### src/rtl/periph_fabric_pkg.sv
// Shared definitions for the peripheral MMIO fabric:
// page field, status bank layout and FSM encoding.
package periph_fabric_pkg;

  localparam int PAGE_HI = 11;
  localparam int PAGE_LO = 8;

  localparam logic [2:0] OFF_ERR_STAT = 3'd0;
  localparam logic [2:0] OFF_ERR_ADDR = 3'd1;
  localparam logic [2:0] OFF_ERR_CNT  = 3'd2;
  localparam logic [2:0] OFF_CTRL     = 3'd3;

  localparam int ST_TO  = 0;
  localparam int ST_DEC = 1;
  localparam int ST_WE  = 2;

  localparam int CTRL_IRQ_EN = 0;
  localparam int CTRL_TO_DIS = 1;

  typedef enum logic [1:0] {
    S_IDLE   = 2'd0,
    S_ACCESS = 2'd1,
    S_RESP   = 2'd2
  } state_t;

endpackage

### src/rtl/periph_fabric_stat.sv
// Error status / capture bank: sticky error flags, last error
// address, saturating error count and control bits.
module periph_fabric_stat
  import periph_fabric_pkg::*;
(
  input  logic        clk,
  input  logic        rst_n,
  input  logic        log_to,
  input  logic        log_dec,
  input  logic        log_we,
  input  logic [15:0] log_addr,
  input  logic        acc,
  input  logic        we,
  input  logic [2:0]  off,
  input  logic [15:0] wdata,
  output logic [15:0] rdata,
  output logic        irq,
  output logic        to_dis
);

  logic [2:0]  err_stat;
  logic [15:0] err_addr;
  logic [15:0] err_cnt;
  logic [1:0]  ctrl;

  always_ff @(posedge clk or negedge rst_n) begin
    if (!rst_n) begin
      err_stat <= '0;
      err_addr <= '0;
      err_cnt  <= '0;
      ctrl     <= '0;
    end else begin
      if (acc && we) begin
        case (off)
          OFF_ERR_STAT: err_stat[1:0] <= err_stat[1:0] & ~wdata[1:0];
          OFF_ERR_CNT:  err_cnt <= '0;
          OFF_CTRL:     ctrl <= wdata[1:0];
          default: ;
        endcase
      end
      if (log_to || log_dec) begin
        err_stat[ST_TO]  <= err_stat[ST_TO] | log_to;
        err_stat[ST_DEC] <= err_stat[ST_DEC] | log_dec;
        err_stat[ST_WE]  <= log_we;
        err_addr <= log_addr;
        if (err_cnt != 16'hFFFF)
          err_cnt <= err_cnt + 16'd1;
      end
    end
  end

  always_comb begin
    rdata = '0;
    case (off)
      OFF_ERR_STAT: rdata = {13'd0, err_stat};
      OFF_ERR_ADDR: rdata = err_addr;
      OFF_ERR_CNT:  rdata = err_cnt;
      OFF_CTRL:     rdata = {14'd0, ctrl};
      default:      rdata = '0;
    endcase
  end

  assign irq    = (err_stat[1:0] != 2'b00) && ctrl[CTRL_IRQ_EN];
  assign to_dis = ctrl[CTRL_TO_DIS];

endmodule

### src/rtl/periph_fabric.sv
// Registered MMIO fabric: page decode, held-select slave access
// with timeout, built-in status bank and error interrupt.
module periph_fabric
  import periph_fabric_pkg::*;
#(
  parameter int          N_SLOTS   = 4,
  parameter int          TIMEOUT   = 255,
  parameter logic [3:0]  STAT_PAGE = 4'hE,
  parameter int          SLOT_AW   = 4
) (
  input  logic                  i_clk,
  input  logic                  i_rst_n,
  input  logic [15:0]           i_addr,
  input  logic                  i_sel,
  input  logic                  i_we,
  input  logic                  i_re,
  input  logic [15:0]           i_wdata,
  output logic [15:0]           o_rdata,
  output logic                  o_rdy,
  output logic                  o_err,
  output logic [N_SLOTS-1:0]    o_s_sel,
  output logic                  o_s_we,
  output logic                  o_s_re,
  output logic [SLOT_AW-1:0]    o_s_addr,
  output logic [15:0]           o_s_wdata,
  input  logic [16*N_SLOTS-1:0] i_s_rdata,
  input  logic [N_SLOTS-1:0]    i_s_rdy,
  output logic                  o_err_irq
);

  state_t state, state_n;
  logic [15:0] cnt, cnt_n;
  logic [15:0] addr_q, addr_n;
  logic we_q, we_n;
  logic [N_SLOTS-1:0] s_sel_n;
  logic s_we_n, s_re_n;
  logic [SLOT_AW-1:0] s_addr_n;
  logic [15:0] s_wdata_n, rdata_n;
  logic rdy_n, err_n;

  logic [3:0] page;
  logic hit_slot, hit_stat, slot_rdy;
  logic [15:0] slot_rdata, st_rdata, log_addr;
  logic log_to, log_dec, log_we, st_acc, to_dis;

  assign page     = i_addr[PAGE_HI:PAGE_LO];
  assign hit_slot = 32'(page) < N_SLOTS;
  assign hit_stat = page == STAT_PAGE;
  assign slot_rdy = |(i_s_rdy & o_s_sel);

  always_comb begin
    slot_rdata = '0;
    for (int k = 0; k < N_SLOTS; k++)
      if (o_s_sel[k]) slot_rdata |= i_s_rdata[16*k +: 16];
  end

  always_comb begin
    state_n   = state;
    cnt_n     = cnt;
    addr_n    = addr_q;
    we_n      = we_q;
    s_sel_n   = o_s_sel;
    s_we_n    = o_s_we;
    s_re_n    = o_s_re;
    s_addr_n  = o_s_addr;
    s_wdata_n = o_s_wdata;
    rdy_n     = 1'b0;
    err_n     = 1'b0;
    rdata_n   = '0;
    log_to    = 1'b0;
    log_dec   = 1'b0;
    log_we    = we_q;
    log_addr  = addr_q;
    st_acc    = 1'b0;
    case (state)
      S_IDLE: if (i_sel) begin
        addr_n = i_addr;
        we_n   = i_we;
        unique case (1'b1)
          hit_slot: begin
            state_n   = S_ACCESS;
            cnt_n     = '0;
            s_sel_n   = N_SLOTS'(1) << page;
            s_we_n    = i_we;
            s_re_n    = i_re;
            s_addr_n  = i_addr[SLOT_AW-1:0];
            s_wdata_n = i_wdata;
          end
          hit_stat: begin
            st_acc  = 1'b1;
            state_n = S_RESP;
            rdy_n   = 1'b1;
            rdata_n = i_we ? 16'd0 : st_rdata;
          end
          default: begin
            log_dec  = 1'b1;
            log_we   = i_we;
            log_addr = i_addr;
            state_n  = S_RESP;
            rdy_n    = 1'b1;
            err_n    = 1'b1;
          end
        endcase
      end
      S_ACCESS: begin
        // A ready arriving on the expiry cycle still completes cleanly.
        if (slot_rdy || (!to_dis && cnt == 16'(TIMEOUT - 1))) begin
          state_n   = S_RESP;
          rdy_n     = 1'b1;
          err_n     = !slot_rdy;
          log_to    = !slot_rdy;
          rdata_n   = (slot_rdy && !we_q) ? slot_rdata : 16'd0;
          s_sel_n   = '0;
          s_we_n    = 1'b0;
          s_re_n    = 1'b0;
          s_addr_n  = '0;
          s_wdata_n = '0;
        end else begin
          cnt_n = cnt + 16'd1;
        end
      end
      S_RESP:  state_n = S_IDLE;
      default: state_n = S_IDLE;
    endcase
  end

  always_ff @(posedge i_clk or negedge i_rst_n) begin
    if (!i_rst_n) begin
      state     <= S_IDLE;
      cnt       <= '0;
      addr_q    <= '0;
      we_q      <= 1'b0;
      o_s_sel   <= '0;
      o_s_we    <= 1'b0;
      o_s_re    <= 1'b0;
      o_s_addr  <= '0;
      o_s_wdata <= '0;
      o_rdy     <= 1'b0;
      o_err     <= 1'b0;
      o_rdata   <= '0;
    end else begin
      state     <= state_n;
      cnt       <= cnt_n;
      addr_q    <= addr_n;
      we_q      <= we_n;
      o_s_sel   <= s_sel_n;
      o_s_we    <= s_we_n;
      o_s_re    <= s_re_n;
      o_s_addr  <= s_addr_n;
      o_s_wdata <= s_wdata_n;
      o_rdy     <= rdy_n;
      o_err     <= err_n;
      o_rdata   <= rdata_n;
    end
  end

  periph_fabric_stat u_stat (
    .clk      (i_clk),
    .rst_n    (i_rst_n),
    .log_to   (log_to),
    .log_dec  (log_dec),
    .log_we   (log_we),
    .log_addr (log_addr),
    .acc      (st_acc),
    .we       (i_we),
    .off      (i_addr[3:1]),
    .wdata    (i_wdata),
    .rdata    (st_rdata),
    .irq      (o_err_irq),
    .to_dis   (to_dis)
  );

endmodule

### config.mk
export PLATFORM = sky130hd
export DESIGN_NAME = periph_fabric
export DESIGN_NICKNAME = d
export VERILOG_FILES = /design/src/rtl/periph_fabric_pkg.sv /design/src/rtl/periph_fabric_stat.sv /design/src/rtl/periph_fabric.sv
export SDC_FILE = /design/constraint.sdc
export NUM_CORES = 1
export LEC_CHECK = 0
export ABC_AREA = 0
export BUFFER_PORTS_ARGS = -buffer_cell sky130_fd_sc_hd__buf_4
export CELL_PAD_IN_SITES_DETAIL_PLACEMENT = 0
export CELL_PAD_IN_SITES_GLOBAL_PLACEMENT = 1
export CORE_ASPECT_RATIO = 1.25
export CORE_UTILIZATION = 40
export DETAILED_ROUTE_END_ITERATION = 10
export MAX_ROUTING_LAYER = met4
export PLACE_DENSITY_LB_ADDON = 0.1
export SYNTH_ARGS = -nofsm -noshare
export SYNTH_HDL_FRONTEND = slang
export SYNTH_SLANG_ARGS = --single-unit
### constraint.sdc
create_clock -name i_clk -period 2.45 [get_ports i_clk]
set_input_delay 0 -clock i_clk [delete_from_list [all_inputs] [get_ports i_clk]]
set_output_delay 0 -clock i_clk [all_outputs]
set_load 0.01 [all_outputs]
==> results of run 1 <==
-- worst reg2reg max path, delay by kind of cell (launching register included) --
kind | cells | cell delay, ns
buffers and inverters | 1 | 0.33
flip-flops | 1 | 0.41
AO/OA/AOI/OAI | 3 | 0.60
AND/OR/NAND/NOR | 2 | 0.84
-- worst paths after layout --
path                       cells after the start                 end  slack [ns]
hold / removal                                 5          o_rdata[8]       0.006
setup reg to reg                               6  u_stat.err_cnt[15]        0.17
max in group asynchronous                      3        o_s_wdata[8]        1.45
min in group asynchronous                      2               o_err        0.14
hold reg to reg                                2          addr_q[13]        0.47
setup / recovery                               6  u_stat.err_cnt[15]        0.17
-- per-stage QoR --
stage	power (W)	area, sq um
final	0.00788	8040
after global routing	0.00834	8040
after CTS	0.00794	8040
after detailed placement	0.00546	7090
after global placement	0.00538	7090
after floorplan	0.00433	5720
-- final cells by class --
| class | count | area share, % |
|---|---|---|
| multi-input combinational | 417 | 32.6 |
| clock inverter | 13 | 1.66 |
| clock buffer | 19 | 5.51 |
| inverter | 9 | 0.420 |
| sequential | 116 | 36.1 |
| timing repair buffer | 212 | 20.9 |
| tap | 175 | 2.72 |
-- placed cells by master, fill, tap and decap left out, drive strengths merged, types with 3 or more instances in the layout --
cell type / netlist / routed
and4: 3 / 3
clkinvlp: 0 / 3
buf: 11 / 175
clkinv: 0 / 7
nand2b: 3 / 3
mux2i: 27 / 27
and2: 3 / 3
and3: 4 / 4
o211ai: 3 / 3
dlygate4sd3: 0 / 37
o31ai: 4 / 4
clkbuf: 28 / 19
a21oi: 32 / 32
a22oi: 49 / 49
nor2: 40 / 40
nor4bb: 3 / 3
or4: 7 / 7
a22o: 37 / 37
ha: 3 / 3
dfrtp: 116 / 116
nand3: 18 / 18
nand2: 98 / 98
inv: 9 / 10
nor2b: 3 / 3
nor3: 4 / 4
a32o: 3 / 3
o21ai: 16 / 16
or3: 8 / 8
nor4: 10 / 10
nand4: 14 / 14
-- registers in the layout, indices dropped and copies added, names as in the netlist --
name             cells
o_s_wdata           16
o_s_addr             4
o_rdy                1
u_stat.err_addr     16
o_rdata             16
o_s_we               1
u_stat.err_cnt      16
o_s_re               1
o_err                1
we_q                 1
cnt                 16
state                2
addr_q              16
u_stat.ctrl          2
u_stat.err_stat      3
o_s_sel              4
-- power breakdown --
| group | switching (W) | internal, W | leakage, nW | total, W |
|---|---|---|---|---|
| clock | 0.000883 | 0.00152 | 0.279 | 0.00240 |
| sequential | 0.000411 | 0.00249 | 1.48 | 0.00290 |
| combinational | 0.00140 | 0.00118 | 2.06 | 0.00258 |
-- what timing repair did --
action	in CTS	in global routing
hold buffers	37	0
endpoints found under the hold margin	108	0
setup endpoints to repair	0	0
-- metal layers --
metal	vias to the layer above	track usage [%]
li1	2537	-
met1	2595	29.6
met2	137	41.7
met3	25	5.19
met4	0	8.86
met5	-	-
-- Yosys cell counts (4+ instances only) --
library cell	count
dfrtp_1	116
or3_1	8
and3_1	4
nand2_1	98
nor4_1	10
mux2i_1	27
inv_1	9
or4_1	7
a22o_1	37
o21ai_0	16
clkbuf_1	28
o31ai_1	4
a22oi_1	49
a21oi_1	32
nor2_1	40
nand3_1	18
nand4_1	14
buf_2	6
nor3_1	4
-- logic make-up (layout without fill, tap and decap cells) --
kind of cell	count (synthesis)	in the layout	share of synthesized area, %
AO/OA/AOI/OAI	155	155	19.5
XOR/XNOR	1	1	0.153
buffers and inverters	48	253	3.61
multiplexers	31	31	5.91
AND/OR/NAND/NOR	227	227	19.4
flip-flops	116	116	50.8
adder cells (fa/ha/maj)	3	3	0.657
==> impl_metrics.toml, run 1 <==
[drt]
drt_iter0_markers = 356
ant_nets = 0
route.vias.total = 5294
wl_mm = 17.3
post_drt_via_cell_ratio = 5.51
wl_per_cell_um = 18.0
top_layer = "met4"
drt_pass1_iterations = 5
met1Wirelength_mm = 7.35
drcViolationCount = 0
wl_met3_um = 638
wl_met2_mm = 8.93

[synthesis]
synthesis.area_sq_mm = 0.00572
synth_cell_type_count = 50
syn_inst = 581
synth.area.top_cells = "dfrtp_1 51%, a22oi_1 6.4%, nand2_1 6.4%"
yosysWarningCount = 0
synth_top_area_share_pct = 50.8
syn_nets = 689
synth_async_sr_flop_share_pct = 100
seq_area_frac_synth_pct = 50.8
synth_edf_count = 0
ys_ff_latch = 116
synth_area_per_cell_sq_um = 9.84
yosysTopAreaCell = "dfrtp_1"
ys.flop_type = "dfrtp_1"

[sta]
postLayoutSetupSlackWorst_ns = 0.173
setup_viol = 0
slew_headroom_pct = 58.8
skew_ns = 0.00883
max_freq_mhz = 439
finalCriticalPeriod_ns = 2.28
period_share_pct = 92.9
hold_viol = 0
tns_ns = 0
drv_slew = 0
tightest_slew_ns = 0.619
hold_slack_ns = 0.00619
rsz0062_at_grt = "false"

[worst_setup_path]
cp_max_fo = 13
cpPeakStageDelay_ns = 0.44
crit_required_ns = 2.77
r2r-start = "state[0]"
crit_slowest_cell = "or3b_4"
crit_path_start = "state[0]"
end_kind = "flip-flop"
crit_type = "flip-flop to flip-flop"
crit_chain = "or3b_4, or3_1, a21boi_4, inv_1, a31oi_1, a211oi_1"
worstSetupStartpointType = "flip-flop"
path_buf_inv = 1
crit_arrival_ns = 2.60
cp_top_family = "simple AND/OR/NAND/NOR gates"

[clock_network]
cts_root_buf = "clkbuf_16"
ctsResizeCount = 0
cts_tree = "yes"
cts.sinks = 116
path_clk_slew_ns = 0.05
h-tree-depth = 4
cts_setup_buffers = 0
cts_buffers = 17
clockBufferDepth = 2
insertion_delay_ns = 0.42

[placement]
gp_congestion = 0.883
place_inst = 892
hpwl_mm = 12.4
place_ws_ns = 0.221
port_buffers = 149

[power_and_ir_drop]
p_leak_nw = 3.83
peakVddDrop_v = 0.000631
p_per_area_mw_per_mm2 = 979

[final_layout]
antenna_cells = 0
syn_to_final_growth_pct = 40.7
nNetsFinal = 881
utilization_pct = 58.0
drive_gt1_share_pct = 27.9
fill_cells = 1214
multi_input_area_sq_mm = 0.00263
ff_latch_area_sq_mm = 0.00290
stdcell_count = 961

[floorplanning]
die_x_um = 109
start_util_pct = 41.2
die_area_sq_mm = 0.0148
die-height_um = 136
design.core.area_sq_mm = 0.0139
io_pins = 150
rows = 48

[global_route]
grtUsageTotal_pct = 25.0
grt-ovfl-total = 0
grt_max_degree = 47
antenna_found_initial = 0
grt_pass1_vias = 5258
grt_pass1_wl_mm = 27.1

[outcome]
status = "complete, no violations"

[worst_hold_path]
worstHoldStart = "i_s_rdata[24]"
hp-class = "input port to flip-flop"

[run]
maxCapViolations = 0
Power figures use the tool's default switching activity.
==> inputs of run 2 (changes only) <==
==> constraint.sdc (replaced) <==
create_clock -name i_clk -period 2.2 [get_ports i_clk]
set_input_delay 0 -clock i_clk [delete_from_list [all_inputs] [get_ports i_clk]]
set_output_delay 0 -clock i_clk [all_outputs]
set_load 0.01 [all_outputs]
==> run 2 against run 1 <==
  * Clock skew rose by 0.0022 ns
  * Highest routed layer unchanged
  * Die area did not move
  * Utilization rose by 3.5 points
  * Routed wire length rose by 6.6%
  * Fmax rose by 9.1%
  * Total power rose by 17%
  * Sequential share of layout area fell by 2.0 points
  * Largest power group is now combinational logic
==> impl_metrics.toml, run 2 (synthesized netlist as in run 1, its figures left out) <==
[clock_network]
cts.sinks = 116
insertion_delay_ns = 0.42
path_clk_slew_ns = 0.06
cts_root_buf = "clkbuf_16"
clockBufferDepth = 2
cts_buffers = 17
h-tree-depth = 4
cts_tree = "yes"

[worst_setup_path]
worstSetupStartpointType = "flip-flop"
crit_type = "flip-flop to flip-flop"
end_kind = "flip-flop"
r2r_slack_ns = 0.11
crit_arrival_ns = 2.44
crit_required_ns = 2.56
cp_max_fo = 21

[drt]
drcViolationCount = 0
wl_per_cell_um = 18.3
route.vias.total = 5590
ant_nets = 0
wl_mm = 18.4
drt_iter0_markers = 285
drt_pass1_iterations = 5
post_drt_via_cell_ratio = 5.56

[final_layout]
drive_gt1_share_pct = 29.4
antenna_cells = 0
syn_to_final_growth_pct = 49.1
fill_cells = 1169
final_cell_mix = "189 x buf_4, 116 x dfrtp_1, 98 x nand2_1, 63 x dlygate4sd3_1, 49 x a22oi_1"
final_area_sq_mm = 0.00852
layout_commonest_cell = "buf_4"
nNetsFinal = 925

[floorplanning]
die_x_um = 109
rows = 48
die-height_um = 136
io_pins = 150
design.core.area_sq_mm = 0.0139
die_area_sq_mm = 0.0148
start_util_pct = 41.2

[power_and_ir_drop]
p_leak_nw = 4.03
finalPower_w = 0.00918
peakVddDrop_v = 0.000619
p_per_area_mw_per_mm2 = 1080

[global_route]
grtUsageTotal_pct = 26.6
antenna_found_initial = 0
grt_pass1_vias = 5576
grt_pass1_wl_mm = 28.6
grt-ovfl-total = 0
grt_max_degree = 56

[placement]
port_buffers = 149
gp_congestion = 0.859
placed_area_sq_mm = 0.00726
place_ws_ns = 0.0993
hpwl_mm = 12.9

[run]
maxCapViolations = 0

[sta]
setup_viol = 0
hold_slack_ns = 0.00890
tns_ns = 0
tightest_slew_ns = 0.584
slew_headroom_pct = 61.0
postLayoutSetupSlackWorst_ns = 0.113
finalCriticalPeriod_ns = 2.09
rsz0062_at_grt = "false"
skew_ns = 0.0110
max_freq_mhz = 479
period_share_pct = 94.9
drv_slew = 0
hold_viol = 0

[worst_hold_path]
hp-class = "input port to flip-flop"

[outcome]
status = "complete, no violations"
## run 2: cell count changes in the layout (fill, tap and decap cells not counted), sizes merged
cell,change
buf,+17
bufinv,-1
clkinv,-6
clkinvlp,+2
dlygate4sd3,+26
inv,+6
## run 2: final cells by class
cell class                      instances  area, sq um  share of cell area, %
Sequential cell                       116         2900                   34.1
Multi-Input combinational cell        417         2660                   31.2
Timing Repair Buffer                  256         2120                   24.8
Clock buffer                           18          439                   5.15
Tap cell                              175          219                   2.57
Clock inverter                         14          144                   1.69
Inverter                                9         37.5                  0.440
## run 2: worst max-delay path, cell delays in order, from the launching register on
cell,delay (ns)
dfrtp_1,0.40
or3b_4,0.38
buf_4,0.22
nor3_2,0.18
a21oi_2,0.09
buf_4,0.20
or4_1,0.47
nand2_1,0.08
## run 2: layer usage
metal | GRT usage [%] | up-vias | share of wire, %
met5 | - | - | 0
met4 | 13.1 | 0 | 3.3
li1 | - | 2625 | -
met1 | 30.4 | 2762 | 40
met3 | 5.63 | 41 | 4.1
met2 | 43.7 | 162 | 52
## run 2: worst paths after layout
| kind | from | end | cells after the start |
|---|---|---|---|
| min in group asynchronous | i_rst_n | u_stat.err_cnt[15] | 2 |
| max reg2reg | state[1] | cnt[9] | 7 |
| max in group asynchronous | i_rst_n | cnt[3] | 3 |
| max | state[1] | cnt[9] | 7 |
| min | i_s_rdata[45] | o_rdata[13] | 5 |
| min reg2reg | addr_q[2] | addr_q[2] | 2 |
## run 2: power by group
part	total, W	switching (W)	internal [W]
registers	0.00323	0.000461	0.00277
clock network	0.00271	0.00109	0.00162
logic	0.00325	0.00166	0.00159
total	0.00918	0.00321	0.00598
## run 2: stage by stage
step	utilization [%]	cells
6_report	61.4	1005
3_3_place_gp	52.3	906
3_5_place_dp	52.3	906
4_1_cts	61.1	1001
2_1_floorplan	-	581
5_1_grt	61.4	1005
## run 2: what timing repair did
item	in CTS	in global routing
hold buffers	63	0
endpoints found under the hold margin	115	0
resized for setup	0	6
setup endpoints to repair	0	10
buffers inserted	0	4
==> inputs of run 3 (changes only) <==
--- a/config.mk
+++ b/config.mk
@@ -7,13 +7,11 @@
 export LEC_CHECK = 0
 export ABC_AREA = 0
 export BUFFER_PORTS_ARGS = -buffer_cell sky130_fd_sc_hd__buf_4
-export CELL_PAD_IN_SITES_DETAIL_PLACEMENT = 0
-export CELL_PAD_IN_SITES_GLOBAL_PLACEMENT = 1
 export CORE_ASPECT_RATIO = 1.25
 export CORE_UTILIZATION = 40
 export DETAILED_ROUTE_END_ITERATION = 10
 export MAX_ROUTING_LAYER = met4
-export PLACE_DENSITY_LB_ADDON = 0.1
 export SYNTH_ARGS = -nofsm -noshare
 export SYNTH_HDL_FRONTEND = slang
+export SYNTH_HIERARCHICAL = 1
 export SYNTH_SLANG_ARGS = --single-unit
==> run 3 against run 2 <==
  * Setup slack got worse by 0.029 ns
  * First-iteration DRC count fell by 29%
  * Sequential share of layout area fell by 0.69 points
  * Sequential power fell by 2%
  * Final cell count rose by 1.3%
  * Non-clock buffer count fell by 1
  * Total power rose by 0.79%
  * Final area rose by 2.1%
  * Synthesized area rose by 2.7%
  * Worst hold slack improved by 0.089 ns
  * Highest routed layer unchanged
==> impl_metrics.toml, run 3 <==
[power_and_ir_drop]
peakVddDrop_v = 0.000688
p_leak_nw = 4.15
finalPower_w = 0.00926
p_per_area_mw_per_mm2 = 1060

[clock_network]
cts_tree = "yes"
cts_buffers = 17
h-tree-depth = 4
insertion_delay_ns = 0.41
cts_root_buf = "clkbuf_16"
clockBufferDepth = 2
path_clk_slew_ns = 0.06
cts.sinks = 116

[synthesis]
synth_top_family_by_area = "simple AND/OR/NAND/NOR gates"
synth.area.mux_share_pct = 5.09
synth_compound_area_share_pct = 19.8
synth_area_per_cell_sq_um = 9.94
synth.area.top_cells = "dfrtp_1 49%, nand2_1 8.4%, a22o_1 6.1%"
yosys-top-cells-count = "132 x nand2_1, 116 x dfrtp_1, 41 x a22o_1, 30 x nor2_1, 20 x a21oi_1"
ys.flop_type = "dfrtp_1"
synth_simple_gate_area_share_pct = 20.6
synth_most_common_cell = "nand2_1"
synth_cell_type_count = 63
synth_adder_area_share_pct = 0.639
syn_inst = 591
yosysWarningCount = 6
synth_edf_count = 0
synthXorXnorAreaFrac_pct = 0.447
ys_ff_latch = 116
syn_nets = 699
yosysTopAreaCell = "dfrtp_1"
seq_area_frac_synth_pct = 49.4
synth_async_sr_flop_share_pct = 100
synthesis.area_sq_mm = 0.00587
synth_top_area_share_pct = 49.4

[sta]
slew_headroom_pct = 62.5
tns_ns = 0
skew_ns = 0.00972
drv_slew = 0
hold_viol = 0
setup_viol = 0
postLayoutSetupSlackWorst_ns = 0.0844
max_freq_mhz = 473
period_share_pct = 96.2
finalCriticalPeriod_ns = 2.12
tightest_slew_ns = 0.563

[placement]
place_ws_ns = 0.0671
hpwl_mm = 12.5
placed_area_sq_mm = 0.00733
gp_congestion = 0.849
port_buffers = 149

[final_layout]
antenna_cells = 0
final_area_sq_mm = 0.00870
utilization_pct = 60.6
fill_cells = 1232
final_cell_mix = "186 x buf_4, 131 x nand2_1, 116 x dfrtp_1, 67 x dlygate4sd3_1, 41 x a22o_1"
syn_to_final_growth_pct = 48.1
drive_gt1_share_pct = 31.9
layout_commonest_cell = "buf_4"
nNetsFinal = 935

[floorplanning]
io_pins = 150
die_area_sq_mm = 0.0152
die-height_um = 137
design.core.area_sq_mm = 0.0143
start_util_pct = 40.9
rows = 49
die_x_um = 110

[drt]
drcViolationCount = 0
route.vias.total = 5544
post_drt_via_cell_ratio = 5.45
wl_mm = 17.9
drt_iter0_markers = 202
drt_pass1_iterations = 4
wl_per_cell_um = 17.6
ant_nets = 0

[worst_hold_path]
hp-class = "input port to async pin"

[global_route]
grt_pass1_wl_mm = 28.1
grtUsageTotal_pct = 25.5
antenna_found_initial = 0
grt_pass1_vias = 5599
grt_max_degree = 60
grt-ovfl-total = 0

[worst_setup_path]
crit_type = "flip-flop to flip-flop"
cp_top_family = "simple AND/OR/NAND/NOR gates"
cp_max_fo = 12
crit_arrival_ns = 2.41
crit_path_frequent_cell = "and2_4"
end_kind = "flip-flop"
crit_chain = "inv_2, ha_2, and4b_1, and4_1, and2_4, or2_4, and2_4, and3_4, a211o_1"
path_buf_inv = 1
worstSetupStartpointType = "flip-flop"
cpPeakStageDelay_ns = 0.38
crit_slowest_cell = "dfrtp_1"
crit_required_ns = 2.49

[run]
maxCapViolations = 0

[outcome]
status = "complete, no violations"
run 3: cell types whose count changed after synthesis, moves of 12 or more:
| cell | previous run | this run |
|---|---|---|
| a22oi_1 | 49 | 13 |
| nand2_1 | 98 | 132 |
| mux2i_1 | 27 | 4 |
| mux2_2 | 2 | 19 |
| a221oi_1 | 0 | 16 |
| o2bb2ai_1 | 0 | 16 |
| a21oi_1 | 32 | 20 |
run 3: cell families (layout without fill, tap and decap cells):
kind of cell	count (synthesis)	count (layout)
xor+xnor	3	3
buf+inv	50	299
mux	25	25
fa+ha+maj	3	3
flops	116	116
compound gates	149	149
simple gates	245	245
run 3: stage by stage:
stage | cells | hold slack [ns]
final | 1018 | 0.0979
after global routing | 1018 | 0.126
after CTS | 1014 | 0.0988
after detailed placement | 915 | -0.00533
after global placement | 915 | -0.00636
after floorplan | 591 | -0.296
run 3: path summary, 6_finish.rpt:
kind	cells past startpoint	slack, ns	end	start
worst min register to register	2	0.47	u_stat/err_stat[2]	u_stat/err_stat[2]
worst min-delay path	2	0.1	o_rdata[4]	i_rst_n
min in group i_clk	4	0.11	state[1]	i_sel
max in group asynchronous	3	1.37	u_stat/err_cnt[10]	i_rst_n
worst max-delay path	9	0.08	u_stat/err_cnt[5]	cnt[0]
worst max register to register	9	0.08	u_stat/err_cnt[5]	cnt[0]
run 3: repair_timing:
| item | CTS | global route |
|---|---|---|
| endpoints found under the setup margin | 0 | 11 |
| hold endpoints to repair | 105 | 0 |
| gates resized for setup | 0 | 7 |
| hold buffers | 67 | 0 |
| buffers inserted | 0 | 4 |
run 3: power breakdown:
part | internal, W | total [W] | switching [W] | leakage, nW
Sequential | 0.00275 | 0.00318 | 0.000422 | 1.52
Clock | 0.00195 | 0.00296 | 0.00101 | 0.297
Combinational | 0.00162 | 0.00312 | 0.00150 | 2.33
run 3: layer usage:
layer | GRT usage (%) | vias up | share of wire (%)
met3 | 3.60 | 23 | 4.0
li1 | - | 2646 | -
met1 | 29.0 | 2708 | 41
met5 | - | - | 0
met4 | 11.2 | 0 | 2.5
met2 | 44.2 | 167 | 53
run 3: final cells by class:
type | instances | area (sq um) | area share [%]
Inverter | 12 | 45.0 | 0.518
Multi-Input combinational cell | 425 | 2790 | 32.0
Sequential cell | 116 | 2900 | 33.4
Tap cell | 178 | 223 | 2.56
Timing Repair Buffer | 255 | 2110 | 24.2
Clock buffer | 19 | 453 | 5.21
Clock inverter | 13 | 181 | 2.09
